--- src/rtl/fifo_pkg.sv ---
// Shared constants and types for the async FIFO and its write/read-side schedulers.
package fifo_pkg;

  localparam int unsigned DATADDRESS_BITS = 8;
  localparam int unsigned ADDRESS_BITS    = 4;

  typedef logic [DATADDRESS_BITS-1:0] fifo_word_t;

  typedef enum logic [0:0] {
    IDLE  = 1'b0,
    GRANT = 1'b1
  } arb_state_t;

endpackage

--- src/rtl/rr_pick.sv ---
// Cyclic priority encoder: first asserted request at or after ptr, wrapping modulo NUM_REQ.
module rr_pick #(
  parameter int unsigned NUM_REQ = 4
) (
  input  logic [NUM_REQ-1:0]         req,
  input  logic [$clog2(NUM_REQ)-1:0] ptr,
  output logic [$clog2(NUM_REQ)-1:0] pick,
  output logic                       any_valid
);

  localparam int unsigned IdxW = $clog2(NUM_REQ);

  logic [IdxW:0]   sum;
  logic [IdxW-1:0] cand;
  logic            found;

  always_comb begin
    pick  = '0;
    found = 1'b0;
    sum   = '0;
    cand  = '0;
    for (int k = 0; k < NUM_REQ; k++) begin
      // Extra top bit lets ptr+k exceed NUM_REQ before the explicit wrap.
      sum = {1'b0, ptr} + (IdxW+1)'(k);
      if (sum >= (IdxW+1)'(NUM_REQ)) begin
        sum = sum - (IdxW+1)'(NUM_REQ);
      end
      cand = sum[IdxW-1:0];
      if (!found && req[cand]) begin
        pick  = cand;
        found = 1'b1;
      end
    end
  end

  assign any_valid = |req;

endmodule

--- src/rtl/fifo_write_arbiter.sv ---
// Round-robin scheduler sharing the async FIFO write port; grants are held per packet
// or up to MAX_BURST beats, and every requester is back-pressured by write_full.
module fifo_write_arbiter #(
  parameter int unsigned DATADDRESS_BITS = fifo_pkg::DATADDRESS_BITS,
  parameter int unsigned NUM_REQ         = 4,
  parameter int unsigned MAX_BURST       = 8
) (
  input  logic                               write_clk,
  input  logic                               write_rst,
  input  logic [NUM_REQ-1:0]                 req_valid,
  input  logic [NUM_REQ*DATADDRESS_BITS-1:0] req_data,
  input  logic [NUM_REQ-1:0]                 req_last,
  output logic [NUM_REQ-1:0]                 req_ready,
  input  logic                               write_full,
  output logic                               write_inc,
  output logic [DATADDRESS_BITS-1:0]         write_data,
  output logic                               grant_active,
  output logic [$clog2(NUM_REQ)-1:0]         grant_id
);

  import fifo_pkg::*;

  localparam int unsigned IdxW = $clog2(NUM_REQ);
  localparam int unsigned CntW = $clog2(MAX_BURST + 1);
  localparam logic [IdxW-1:0] LastIdx = IdxW'(NUM_REQ - 1);
  localparam logic [CntW-1:0] CapCnt  = CntW'(MAX_BURST - 1);

  arb_state_t      state_q;
  logic [IdxW-1:0] ptr_q;
  logic [CntW-1:0] beat_cnt_q;
  logic [IdxW-1:0] pick;
  logic            any_valid;
  logic            accept;
  logic            release_grant;

  rr_pick #(
    .NUM_REQ(NUM_REQ)
  ) u_rr_pick (
    .req      (req_valid),
    .ptr      (ptr_q),
    .pick     (pick),
    .any_valid(any_valid)
  );

  // Beats move only while a grant is held; grant_active is cleared asynchronously,
  // so a reset kills write_inc and req_ready without waiting for a clock.
  always_comb begin
    accept        = grant_active & req_valid[grant_id] & ~write_full;
    release_grant = accept & (req_last[grant_id] | (beat_cnt_q == CapCnt));
    write_inc     = accept;
    req_ready     = '0;
    if (grant_active && !write_full) begin
      req_ready[grant_id] = 1'b1;
    end
  end

  always_comb begin
    write_data = req_data[DATADDRESS_BITS-1:0];
    for (int unsigned i = 0; i < NUM_REQ; i++) begin
      if (grant_id == IdxW'(i)) begin
        write_data = req_data[i*DATADDRESS_BITS +: DATADDRESS_BITS];
      end
    end
  end

  always_ff @(posedge write_clk or negedge write_rst) begin
    if (!write_rst) begin
      state_q      <= IDLE;
      grant_active <= 1'b0;
      grant_id     <= '0;
      ptr_q        <= '0;
      beat_cnt_q   <= '0;
    end else begin
      case (state_q)
        IDLE: begin
          if (any_valid) begin
            grant_id     <= pick;
            grant_active <= 1'b1;
            state_q      <= GRANT;
          end
        end
        GRANT: begin
          if (release_grant) begin
            ptr_q        <= (grant_id == LastIdx) ? '0 : grant_id + IdxW'(1);
            beat_cnt_q   <= '0;
            grant_active <= 1'b0;
            state_q      <= IDLE;
          end else if (accept) begin
            beat_cnt_q <= beat_cnt_q + CntW'(1);
          end
        end
        default: begin
          state_q      <= IDLE;
          grant_active <= 1'b0;
        end
      endcase
    end
  end

endmodule
--- config.mk ---
export PLATFORM = sky130hd
export DESIGN_NAME = fifo_write_arbiter
export DESIGN_NICKNAME = d
export VERILOG_FILES = /design/src/rtl/fifo_pkg.sv /design/src/rtl/rr_pick.sv /design/src/rtl/fifo_write_arbiter.sv
export SDC_FILE = /design/constraint.sdc
export NUM_CORES = 1
export LEC_CHECK = 0
export CAP_MARGIN = 5
export CORE_MARGIN = 2
export CORE_UTILIZATION = 37
export CTS_CLUSTER_DIAMETER = 50
export DETAILED_ROUTE_END_ITERATION = 10
export PLACE_DENSITY_LB_ADDON = 0.3
export RECOVER_POWER = 50
export SLEW_MARGIN = 30
export SYNTH_ARGS = -nofsm -noshare
export SYNTH_HDL_FRONTEND = slang
export SYNTH_HIERARCHICAL = 1
export SYNTH_SLANG_ARGS = --single-unit
--- constraint.sdc ---
create_clock -name write_clk -period 2.19 [get_ports write_clk]
set_input_delay 0.438 -clock write_clk [delete_from_list [all_inputs] [get_ports write_clk]]
set_output_delay 0.438 -clock write_clk [all_outputs]
set_load 0.1 [all_outputs]
==> results.json <==
{
  "crit_slowest_cell": "dlygate4sd3_1",
  "reg2reg_depth": 6,
  "grt_overflow": 0,
  "hold_depth": 1,
  "maxSlewViolCount": 0,
  "grt_pass1_vias": 1030,
  "async_flop_share_pct": 100.0,
  "die_h_microns": 55.00,
  "routedWlPerCell_microns": 15.75,
  "route.detailed.drc": 0,
  "worst_slew_margin_rel_pct": 64.29,
  "setup-violations-final": 9,
  "yosysSeqAreaShare_pct": 26.01,
  "routed.top_layer": "met4",
  "multi_input_area_sq_um": 750.7,
  "regArea_sq_um": 257.7,
  "pin_count": 59,
  "postCtsHoldBufs": 0,
  "synth_fa_ha_area_share_pct": 6.502,
  "synth_flop_cell": "dfrtp_1",
  "tightest_slew_ns": 0.5379,
  "firstDrtPassIters": 4,
  "status": "finished with violations",
  "rr_startpoint": "grant_id[0]",
  "final_nets": 225,
  "muxShareOfSynthArea_pct": 28.22,
  "path_class": "input pin to output port",
  "synth_edf_count": 0,
  "cts_num_sinks": 10,
  "crit_chain": "dlygate4sd3_1 -> mux4_2 -> and2_4 -> buf_12",
  "startpoint_type": "input pin",
  "holdCritPathClass": "register to register",
  "post_synth_num_cell_types": 30,
  "period_needed_ns": 2.269,
  "fillers": 166,
  "yosysWarnings": 6,
  "synthCells": 102,
  "timing.rr.end": "beat_cnt_q[0]",
  "path_clk_slew_ns": 0.08,
  "std_cell_rows": 18,
  "vias_per_cell": 5.155,
  "utilization_pct": 78.59,
  "io_buffers": 58,
  "hp-start": "state_q",
  "critPathBufInv": 2,
  "dieArea_sq_um": 3024,
  "via_count": 1062,
  "grt_pass1_wl_microns": 4919,
  "dp_hpwl_microns": 2452,
  "syn-num-nets": 150,
  "die_w_microns": 55.00,
  "grt_max_degree": 18,
  "fin_ws_ns": -0.07890,
  "min_to": "state_q",
  "power_w": 0.003416,
  "cpPeakStageDelay_ns": 0.55,
  "cp_data_required_time_ns": 1.75,
  "end_kind": "output port",
  "power_density_nw_per_um2": 1755,
  "root_buffer": "clkbuf_4",
  "num_antenna_cells": 0,
  "route.met3.wl_microns": 266,
  "crit_family": "buffers and inverters",
  "fmax_ghz": 0.4407,
  "clk_latency_ns": 0.26,
  "hold_viol": 0,
  "ant_nets": 0,
  "antenna_found_initial": 0,
  "grt_setup_unrepaired": "yes",
  "worst_ir_drop_vdd_mv": 1.805,
  "synth_compound_area_share_pct": 16.91,
  "cts_buffer_depth": 2,
  "post-route-period-util_pct": 103.6,
  "core_area_sq_um": 2477,
  "synth_top_family_by_area": "multiplexers",
  "p_leak_nw": 0.8352,
  "area_delta_synth_final_pct": 102.3,
  "violations": "negative setup slack",
  "reg2reg_setup_slack_ns": 0.22,
  "syn-cell-area_sq_um": 962.2,
  "place_congestion": 0.7312,
  "wirelength_met1_microns": 1295,
  "cts_made_buffers": 3,
  "grtUsageTotal_pct": 22.59,
  "wl_met2_microns": 1657,
  "start_util_pct": 38.84,
  "ys_seq_elements": 10,
  "finalClockSkew_ns": 0.004174,
  "path_max_fanout": 2,
  "synth.avg_cell_area_sq_um": 9.433,
  "synth_simple_gate_area_share_pct": 17.95,
  "drive_gt1_share_pct": 38.07,
  "cp_data_arrival_time_ns": 1.83,
  "drtIter0Drc": 28,
  "htree_num_levels": 1,
  "synth_xor_area_share_pct": 0,
  "cts_tree": "yes",
  "drt_wl_total_microns": 3245,
  "cap_violations": 0
}
-- report_power, final --
group,internal (W),switching (W)
Clock,0.000101,0.0000711
Sequential,0.000273,0.0000881
Combinational,0.00120,0.00168
-- layer usage --
metal	vias up	global-route usage, %
li1	521	-
met1	498	26.45
met2	41	41.67
met3	2	5.108
met4	0	4.878
met5	-	0
-- registers in the layout (all words and copies together) (netlist names) --
name / cells
grant_id: 2
beat_cnt_q: 4
state_q: 1
grant_active: 1
ptr_q: 2
-- synthesized netlist by cell type (2+ instances only) --
master,number,area (sq um)
ha_1,5,62.56
mux2_4,3,45.04
mux2i_1,8,80.08
a21oi_1,4,20.02
mux4_2,2,45.04
nor3b_1,2,15.01
a22o_1,2,17.52
o21ai_0,11,55.05
and3b_1,2,17.52
clkbuf_1,3,11.26
inv_1,6,22.52
nand2_1,11,41.29
dfrtp_1,10,250.2
o21a_1,2,15.01
mux2_2,9,101.4
nor2_1,2,7.510
o211ai_1,2,15.01
and2_1,5,31.28
nor2b_1,2,12.51
-- cell usage in the layout, fill, tap and decap left out, drive strengths merged --
cell type / Yosys / final
nand2b: 1 / 1
inv: 7 / 7
clkdlybuf4s50: 0 / 38
o211ai: 3 / 3
buf: 1 / 30
nor4b: 1 / 1
nand2: 11 / 11
and2: 6 / 6
nand3: 1 / 1
a22o: 2 / 2
o21ai: 11 / 11
ha: 5 / 5
and4bb: 1 / 1
mux2: 12 / 12
nor3b: 2 / 2
mux2i: 8 / 8
o21a: 2 / 2
clkbuf: 3 / 6
mux4: 2 / 2
dlygate4sd3: 0 / 2
nor2: 2 / 2
a221o: 1 / 1
dfrtp: 10 / 10
o221ai: 1 / 1
dlygate4sd2: 0 / 2
a21oi: 4 / 4
and3: 1 / 1
and3b: 2 / 2
nor2b: 2 / 2
-- per-stage QoR --
step / setup TNS, ns / area [sq um] / instances / hold slack, ns / setup WS (ns)
finish: -0.4763 / 1947 / 206 / 0.5195 / -0.07890
global route: -1.055 / 1947 / 206 / 0.5595 / -0.1430
CTS: -0.2979 / 1928 / 205 / 0.4997 / -0.03968
detailed placement: -0.3767 / 1790 / 194 / 0.5062 / -0.06411
global placement: -0.07217 / 1790 / 194 / 0.4938 / -0.03294
floorplan: 0 / 1012 / 102 / 0.1424 / 0.02566
-- cell type report --
cell class | count | share of cell area, %
Tap cell | 30 | 1.928
Inverter | 7 | 1.478
Sequential cell | 10 | 13.24
Multi-Input combinational cell | 81 | 38.56
Clock buffer | 4 | 1.864
Timing Repair Buffer | 74 | 42.93
-- timing repair --
action	in CTS	in global routing
setup buffers	6	1
gates resized for setup	20	3
setup endpoints to repair	10	8
gates cloned	1	0
pin swaps	0	0
-- worst max-delay path by stage --
stage                       from             to  slack [ns]  depth (start not counted)
floorplan            grant_id[0]  write_data[3]        0.03                          7
global placement    req_valid[0]      write_inc       -0.03                          4
detailed placement  req_valid[0]      write_inc       -0.06                          4
CTS                  grant_id[1]  write_data[3]       -0.04                          7
global route         grant_id[1]  write_data[5]       -0.14                          7
finish              req_valid[3]      write_inc       -0.08                          4
-- logic make-up (layout without fill, tap and decap cells) --
family / Yosys count / in the layout
buffers and inverters: 11 / 85
muxes: 22 / 22
DFF: 10 / 10
and+or+nand+nor: 30 / 30
AOI/OAI and AO/OA: 24 / 24
adders and majority gates: 5 / 5
No activity file was read; power rests on OpenSTA's default activity.
